File: config.mk
export PLATFORM = sky130hd
export DESIGN_NAME = syncopation_run_ctrl_flat
export DESIGN_NICKNAME = d
export VERILOG_FILES = /design/src/rtl/syncopation_run_ctrl_if.sv /design/src/rtl/syncopation_run_ctrl.sv /design/src/flat_wrapper.sv
export SDC_FILE = /design/constraint.sdc
export NUM_CORES = 1
export LEC_CHECK = 0
export CAP_MARGIN = 20
export CORE_UTILIZATION = 48
export DETAILED_ROUTE_END_ITERATION = 7
export MAX_ROUTING_LAYER = met4
export PLACE_DENSITY = 0.91
export RECOVER_POWER = 25
export REMOVE_ABC_BUFFERS = 1
export SYNTH_ARGS = -nofsm -noshare
export SYNTH_HDL_FRONTEND = slang
export SYNTH_SLANG_ARGS = --single-unit
File: constraint.sdc
create_clock -name clk -period 3.15 [get_ports clk]
set_input_delay 0.4725 -clock clk [delete_from_list [all_inputs] [get_ports clk]]
set_output_delay 0.4725 -clock clk [all_outputs]
set_load 0.03 [all_outputs]
File: src/rtl/syncopation_run_ctrl_if.sv
// Bundled accelerator / dynamic-clock / status signals for syncopation_run_ctrl.
// master = the run controller, slave = accelerator, clock generator and host side.
interface syncopation_run_ctrl_if #(
    parameter int DIV_W    = 4,
    parameter int RESULT_W = 32,
    parameter int RUN_W    = 8,
    parameter int CYC_W    = 32
);
    logic                go;
    logic [RUN_W-1:0]    num_runs;
    logic                acc_start;
    logic                acc_finish;
    logic [RESULT_W-1:0] acc_return_val;
    logic [DIV_W-1:0]    acc_div;
    logic                div_valid;
    logic [DIV_W-1:0]    div_in;
    logic [RESULT_W-1:0] result;
    logic [RESULT_W-1:0] result_xor;
    logic [RUN_W-1:0]    runs_done;
    logic [CYC_W-1:0]    cycles;
    logic                busy;
    logic                done;
    logic                timeout;

    modport master (
        input  go, num_runs, acc_finish, acc_return_val, acc_div,
        output acc_start, div_valid, div_in, result, result_xor,
               runs_done, cycles, busy, done, timeout
    );

    modport slave (
        output go, num_runs, acc_finish, acc_return_val, acc_div,
        input  acc_start, div_valid, div_in, result, result_xor,
               runs_done, cycles, busy, done, timeout
    );
endinterface

File: src/rtl/syncopation_run_ctrl.sv
// Batch run controller between a LegUp accelerator and the dynamic clock generator.
// Optional per-run watchdog enabled by defining SYNC_WATCHDOG_EN.
//
// state | meaning
// IDLE  | waiting for first go rise after reset
// START | one-cycle acc_start pulse, timers loaded
// WARM  | held at slowest divisor for WARMUP cycles
// EXE   | accelerator divisor forwarded, waiting for acc_finish
// DONE  | batch complete (or timed out), stats held
module syncopation_run_ctrl #(
    parameter int DIV_W    = 4,
    parameter int MIN_DIV  = 2,
    parameter int WARMUP   = 1,
    parameter int RESULT_W = 32,
    parameter int RUN_W    = 8,
    parameter int CYC_W    = 32,
    parameter int TIMEOUT  = 1 << 20
) (
    input logic                  clk,
    input logic                  reset_n,
    syncopation_run_ctrl_if.master bus
);

    localparam logic [DIV_W-1:0] DIV_SLOW = '1;

    typedef enum logic [2:0] {
        S_IDLE,
        S_START,
        S_WARM,
        S_EXE,
        S_DONE
    } state_t;

    state_t              state_q, state_d;
    logic                go_q;
    logic [RUN_W-1:0]    num_runs_q, num_runs_d;
    logic [7:0]          warm_q, warm_d;
    logic [RESULT_W-1:0] result_q, result_d;
    logic [RESULT_W-1:0] xor_q, xor_d;
    logic [RUN_W-1:0]    runs_q, runs_d;
    logic [CYC_W-1:0]    cycles_q, cycles_d;
    logic                div_valid_c;
    logic [DIV_W-1:0]    div_in_c;
    logic                go_rise;
    logic [RUN_W-1:0]    runs_inc;

`ifdef SYNC_WATCHDOG_EN
    localparam int WD_W = (TIMEOUT > 2) ? $clog2(TIMEOUT) : 1;
    logic [WD_W-1:0] wd_q, wd_d;
    logic            timeout_q, timeout_d;
`endif

    assign go_rise  = bus.go & ~go_q;
    assign runs_inc = runs_q + RUN_W'(1);

    always_ff @(posedge clk or negedge reset_n) begin
        if (!reset_n) begin
            state_q    <= S_IDLE;
            go_q       <= 1'b0;
            num_runs_q <= '0;
            warm_q     <= '0;
            result_q   <= '0;
            xor_q      <= '0;
            runs_q     <= '0;
            cycles_q   <= '0;
        end else begin
            state_q    <= state_d;
            go_q       <= bus.go;
            num_runs_q <= num_runs_d;
            warm_q     <= warm_d;
            result_q   <= result_d;
            xor_q      <= xor_d;
            runs_q     <= runs_d;
            cycles_q   <= cycles_d;
        end
    end

`ifdef SYNC_WATCHDOG_EN
    always_ff @(posedge clk or negedge reset_n) begin
        if (!reset_n) begin
            wd_q      <= '0;
            timeout_q <= 1'b0;
        end else begin
            wd_q      <= wd_d;
            timeout_q <= timeout_d;
        end
    end
`endif

    always_comb begin
        state_d     = state_q;
        num_runs_d  = num_runs_q;
        warm_d      = warm_q;
        result_d    = result_q;
        xor_d       = xor_q;
        runs_d      = runs_q;
        cycles_d    = cycles_q;
        div_valid_c = 1'b0;
        div_in_c    = DIV_SLOW;
`ifdef SYNC_WATCHDOG_EN
        wd_d        = wd_q;
        timeout_d   = timeout_q;
`endif
        case (state_q)
            S_IDLE, S_DONE: begin
                if (go_rise) begin
                    num_runs_d = bus.num_runs;
                    result_d   = '0;
                    xor_d      = '0;
                    runs_d     = '0;
                    cycles_d   = '0;
`ifdef SYNC_WATCHDOG_EN
                    timeout_d  = 1'b0;
`endif
                    state_d    = (bus.num_runs == '0) ? S_DONE : S_START;
                end
            end
            S_START: begin
                warm_d  = 8'(WARMUP - 1);
`ifdef SYNC_WATCHDOG_EN
                wd_d    = WD_W'(TIMEOUT - 1);
`endif
                state_d = S_WARM;
            end
            S_WARM, S_EXE: begin
                div_valid_c = 1'b1;
                if (cycles_q != '1) begin
                    cycles_d = cycles_q + CYC_W'(1);
                end
                if (state_q == S_EXE && bus.acc_div >= DIV_W'(MIN_DIV)) begin
                    div_in_c = bus.acc_div;
                end
`ifdef SYNC_WATCHDOG_EN
                wd_d = wd_q - WD_W'(1);
`endif
                // A finish always wins, even on the watchdog's terminal cycle.
                if (bus.acc_finish) begin
                    div_in_c = DIV_SLOW;
                    result_d = bus.acc_return_val;
                    xor_d    = xor_q ^ bus.acc_return_val;
                    runs_d   = runs_inc;
                    state_d  = (runs_inc == num_runs_q) ? S_DONE : S_START;
`ifdef SYNC_WATCHDOG_EN
                end else if (wd_q == '0) begin
                    timeout_d = 1'b1;
                    state_d   = S_DONE;
`endif
                end else if (state_q == S_WARM) begin
                    if (warm_q == '0) begin
                        state_d = S_EXE;
                    end else begin
                        warm_d = warm_q - 8'd1;
                    end
                end
            end
            default: state_d = S_IDLE;
        endcase
    end

    // Reset forces the clock generator back to its slowest setting without waiting for an edge.
    assign bus.div_valid  = ~reset_n | div_valid_c;
    assign bus.div_in     = reset_n ? div_in_c : DIV_SLOW;
    assign bus.acc_start  = (state_q == S_START);
    assign bus.busy       = (state_q == S_START) || (state_q == S_WARM) || (state_q == S_EXE);
    assign bus.done       = (state_q == S_DONE);
    assign bus.result     = result_q;
    assign bus.result_xor = xor_q;
    assign bus.runs_done  = runs_q;
    assign bus.cycles     = cycles_q;
`ifdef SYNC_WATCHDOG_EN
    assign bus.timeout    = timeout_q;
`else
    assign bus.timeout    = 1'b0;
`endif

endmodule

File: src/flat_wrapper.sv
// flat-port wrapper written by rule: the top's interface ports become plain ports
module syncopation_run_ctrl_flat 
#(
    parameter int DIV_W    = 4,
    parameter int MIN_DIV  = 2,
    parameter int WARMUP   = 1,
    parameter int RESULT_W = 32,
    parameter int RUN_W    = 8,
    parameter int CYC_W    = 32,
    parameter int TIMEOUT  = 1 << 20
)
  (clk, reset_n, bus_go, bus_num_runs, bus_acc_finish, bus_acc_return_val, bus_acc_div, bus_acc_start, bus_div_valid, bus_div_in, bus_result, bus_result_xor, bus_runs_done, bus_cycles, bus_busy, bus_done, bus_timeout);
  syncopation_run_ctrl_if #(.DIV_W(DIV_W), .RESULT_W(RESULT_W), .RUN_W(RUN_W), .CYC_W(CYC_W)) bus_i ();
  input logic clk;
  input logic reset_n;
  input wire logic [$bits(bus_i.go)-1:0] bus_go;
  input wire logic [$bits(bus_i.num_runs)-1:0] bus_num_runs;
  input wire logic [$bits(bus_i.acc_finish)-1:0] bus_acc_finish;
  input wire logic [$bits(bus_i.acc_return_val)-1:0] bus_acc_return_val;
  input wire logic [$bits(bus_i.acc_div)-1:0] bus_acc_div;
  output wire logic [$bits(bus_i.acc_start)-1:0] bus_acc_start;
  output wire logic [$bits(bus_i.div_valid)-1:0] bus_div_valid;
  output wire logic [$bits(bus_i.div_in)-1:0] bus_div_in;
  output wire logic [$bits(bus_i.result)-1:0] bus_result;
  output wire logic [$bits(bus_i.result_xor)-1:0] bus_result_xor;
  output wire logic [$bits(bus_i.runs_done)-1:0] bus_runs_done;
  output wire logic [$bits(bus_i.cycles)-1:0] bus_cycles;
  output wire logic [$bits(bus_i.busy)-1:0] bus_busy;
  output wire logic [$bits(bus_i.done)-1:0] bus_done;
  output wire logic [$bits(bus_i.timeout)-1:0] bus_timeout;
  assign bus_i.go = bus_go;
  assign bus_i.num_runs = bus_num_runs;
  assign bus_i.acc_finish = bus_acc_finish;
  assign bus_i.acc_return_val = bus_acc_return_val;
  assign bus_i.acc_div = bus_acc_div;
  assign bus_acc_start = bus_i.acc_start;
  assign bus_div_valid = bus_i.div_valid;
  assign bus_div_in = bus_i.div_in;
  assign bus_result = bus_i.result;
  assign bus_result_xor = bus_i.result_xor;
  assign bus_runs_done = bus_i.runs_done;
  assign bus_cycles = bus_i.cycles;
  assign bus_busy = bus_i.busy;
  assign bus_done = bus_i.done;
  assign bus_timeout = bus_i.timeout;
  syncopation_run_ctrl #(.DIV_W(DIV_W), .MIN_DIV(MIN_DIV), .WARMUP(WARMUP), .RESULT_W(RESULT_W), .RUN_W(RUN_W), .CYC_W(CYC_W), .TIMEOUT(TIMEOUT)) u_core (.clk(clk), .reset_n(reset_n), .bus(bus_i));
endmodule
==> metrics.txt <==
Layout Skew 0.00840 ns; Clock Sinks roughly 120; Placer Congestion 0.884; Post-CTS Setup Inserts 0; leakage power total 3.55 nW; R2R Path Start u_core.bus.cycles[0]; Hold WC Path Type reg2reg; final critical-path required period approximately 2.9 ns; Worst Setup EP bus_acc_start; crit path from u_core.state_q[1]; Antenna Nets Post-Route 0; Post-synth ARST share 100%; hold bufs inserted after CTS 0; Worst path slowest cell clkdlybuf4s50_1; vias in the first global route 5142; count of flip-flops with a built-in enable after synthesis 0; WL final between 15 and 20 mm; router iterations before antenna repair 7; register area share after synthesis a little over half; unrepaired setup endpoints after global routing false; clock latency on the worst-skew pair 0.42 ns; Overflow after GRT 0; DR WL/cell 16.6 um; final setup violation count 0; Largest delay share family, worst path buffers and inverters; fin. max-slew vios 66; gr usage total a little over a quarter; Mapped Area 5780 um^2; Routed met1 length ~6.3 mm; setup total negative slack 0 ns; Die Span Y 112 um; Final Cycle Share 91.9%; instance count on the critical path 3; met2 routed wirelength 7.59 mm; worst-path cell chain nand2b_1 > nor2_1 > clkdlybuf4s50_1; fillers 859; Data required, critical path 2.68 ns; maximum vdd drop 0.000912 V; highest routed layer met4; Max-slew headroom -2.65%; largest net degree at the start of global routing 70; r2r endpoint u_core.bus.cycles[30]; root buffer cell clkbuf_16; IO Pins roughly 160; H-tree depth 4; drt drc 10; critical path class reg2out; top_reg_cell synth dfrtp_1; commonest non-fill, non-tap cell in the layout clkdlybuf4s50_1; Critical Path AT ~2.4 ns; Port Buffers 159; CTS buffer count 17; Post-Syn Instances about 610; clk slew on worst S/H paths 0.05 ns; Ys Warns 0; Buf/Inv on CP 1; die area 12500 um^2; Final HPWL DP 10.6 mm; Reg2Reg Depth 6; syn avg cell area 9.51 um^2; Row Count 39; Crit. End Element primary output; CP startpoint kind flip-flop; first-pass GRT wire length 25.2 mm; Synth cell types 47; Slew @ Worst Pin 1.54 ns; Die Wd 112 um; Final Hold Vio Count 0; Initial Util 50.0%; clk buf depth 2; routed vias 5065; f_max approximately 350 MHz; Worst R2R Setup Slack 0.47 ns; # Max-Cap Violations 1; power per cell area 977 nW/um^2; hold_ws about 0.48 ns; status finished, violations left; failing checks DRC, capacitance limit, slew limit; CTS tree done; commonest non-fill, non-tap cells in the layout 157 x clkdlybuf4s50_1, 147 x nand2_1, 124 x dfrtp_1, 55 x nor2_1, 35 x xor2_1; Seq cells post-synth 124; layout cell share with drive strength beyond 1 6.02%; max incr delay on CP 0.75 ns; met3 WL around 1000 um; Core Area 11600 um^2; Final nets 820; Iter 0 DRT Violations 295; Critical Path Fanout Max 10; initial antenna violation count 0; post_cts resized 0; Area Growth Syn to Fin 39.6%; vias per cell 5.48; Antenna Diode Count 0
## cell usage after synthesis (3+ instances only)
| library cell | number | area [um^2] |
|---|---|---|
| nand4_1 | 9 | 56.3 |
| xnor2_1 | 21 | 184 |
| a211oi_1 | 7 | 52.6 |
| clkbuf_1 | 20 | 75.1 |
| o21ai_0 | 34 | 170 |
| o31ai_1 | 8 | 60.1 |
| or4_1 | 7 | 52.6 |
| nand2_1 | 147 | 552 |
| nor2_1 | 56 | 210 |
| xor2_1 | 35 | 307 |
| nor3_1 | 3 | 15.0 |
| nand2b_1 | 7 | 43.8 |
| and3_1 | 6 | 37.5 |
| ha_1 | 4 | 50.1 |
| nor4_1 | 3 | 18.8 |
| dfrtp_1 | 124 | 3100 |
| or3_1 | 22 | 138 |
| nand3_1 | 11 | 55.1 |
| inv_1 | 9 | 33.8 |
| and4_1 | 7 | 61.3 |
| buf_2 | 5 | 25.0 |
| a2111oi_0 | 3 | 26.3 |
| and2_1 | 5 | 31.3 |
| a21oi_1 | 25 | 125 |
## routing by layer
layer	GRT usage, %	vias to the layer above
li1	-	2384
met1	32.2	2465
met2	42.3	190
met3	6.37	26
met4	12.5	0
met5	-	-
## logic make-up (layout without fill, tap and decap cells)
logic type               after synthesis  after routing  synth area share, %
AO/OA/AOI/OAI                         90             90                 9.67
other                                  1              1               0.0648
XOR/XNOR                              58             58                 9.26
buffers and inverters                 37            210                 2.57
AND/OR/NAND/NOR                      292            292                 23.6
flip-flops                           124            124                 53.7
multiplexers                           2              2                0.346
adder cells (fa/ha/maj)                4              4                0.865
## how the worst min path moves through the flow
stage / start / endpoint / slack (ns) / depth (start not counted)
after global placement: u_core.bus.result[14] / u_core.bus.result[14] / 0.46 / 2
after detailed placement: u_core.bus.result[5] / u_core.bus.result[5] / 0.47 / 2
after floorplan: reset_n / u_core.bus.cycles[0] / 0.18 / 0
final: u_core.bus.result[5] / u_core.bus.result[5] / 0.48 / 2
after CTS: reset_n / u_core.bus.result[29] / 0.31 / 2
after global routing: u_core.bus.result[7] / u_core.bus.result[7] / 0.51 / 2
## power breakdown
part,total [mW],internal (mW),switching (mW)
sequential,2.63,2.14,0.484
combinational,3.44,1.40,2.04
clock,1.82,1.12,0.700
## state kept, by name, indices dropped and copies added, names as in the netlist
register               cells
u_core.bus.cycles         32
u_core.bus.result         32
u_core.bus.result_xor     32
u_core.bus.runs_done       8
u_core.num_runs_q          8
u_core.warm_q              8
u_core.state_q             3
u_core.go_q                1
## cell type report
type / count / area (um^2) / area share (%)
Multi-Input combinational cell: 447 / 2550 / 31.6
Clock buffer: 21 / 460 / 5.70
Timing Repair Buffer: 169 / 1650 / 20.5
Tap cell: 143 / 179 / 2.22
Clock inverter: 11 / 95.1 / 1.18
Inverter: 9 / 33.8 / 0.418
Sequential cell: 124 / 3100 / 38.4
## tightest hold or removal path, stage by stage (launching register included)
cell and delay (ns):
dfrtp_1 0.34, nand2_1 0.05, nand2_1 0.06
## per-stage QoR
step           area, um^2  utilization (%)  power, mW  std cells  worst slack [ns]
2_1_floorplan        5670                -       4.61        580             -2.40
3_3_place_gp         7520             65.0       5.95        892             0.306
3_5_place_dp         7520             65.0       6.08        892             0.263
4_1_cts              8080             69.8       7.93        924             0.223
5_1_grt              8070             69.8       8.31        924             0.105
6_report             8070             69.8       7.89        924             0.255
Power figures use the tool's default switching activity.
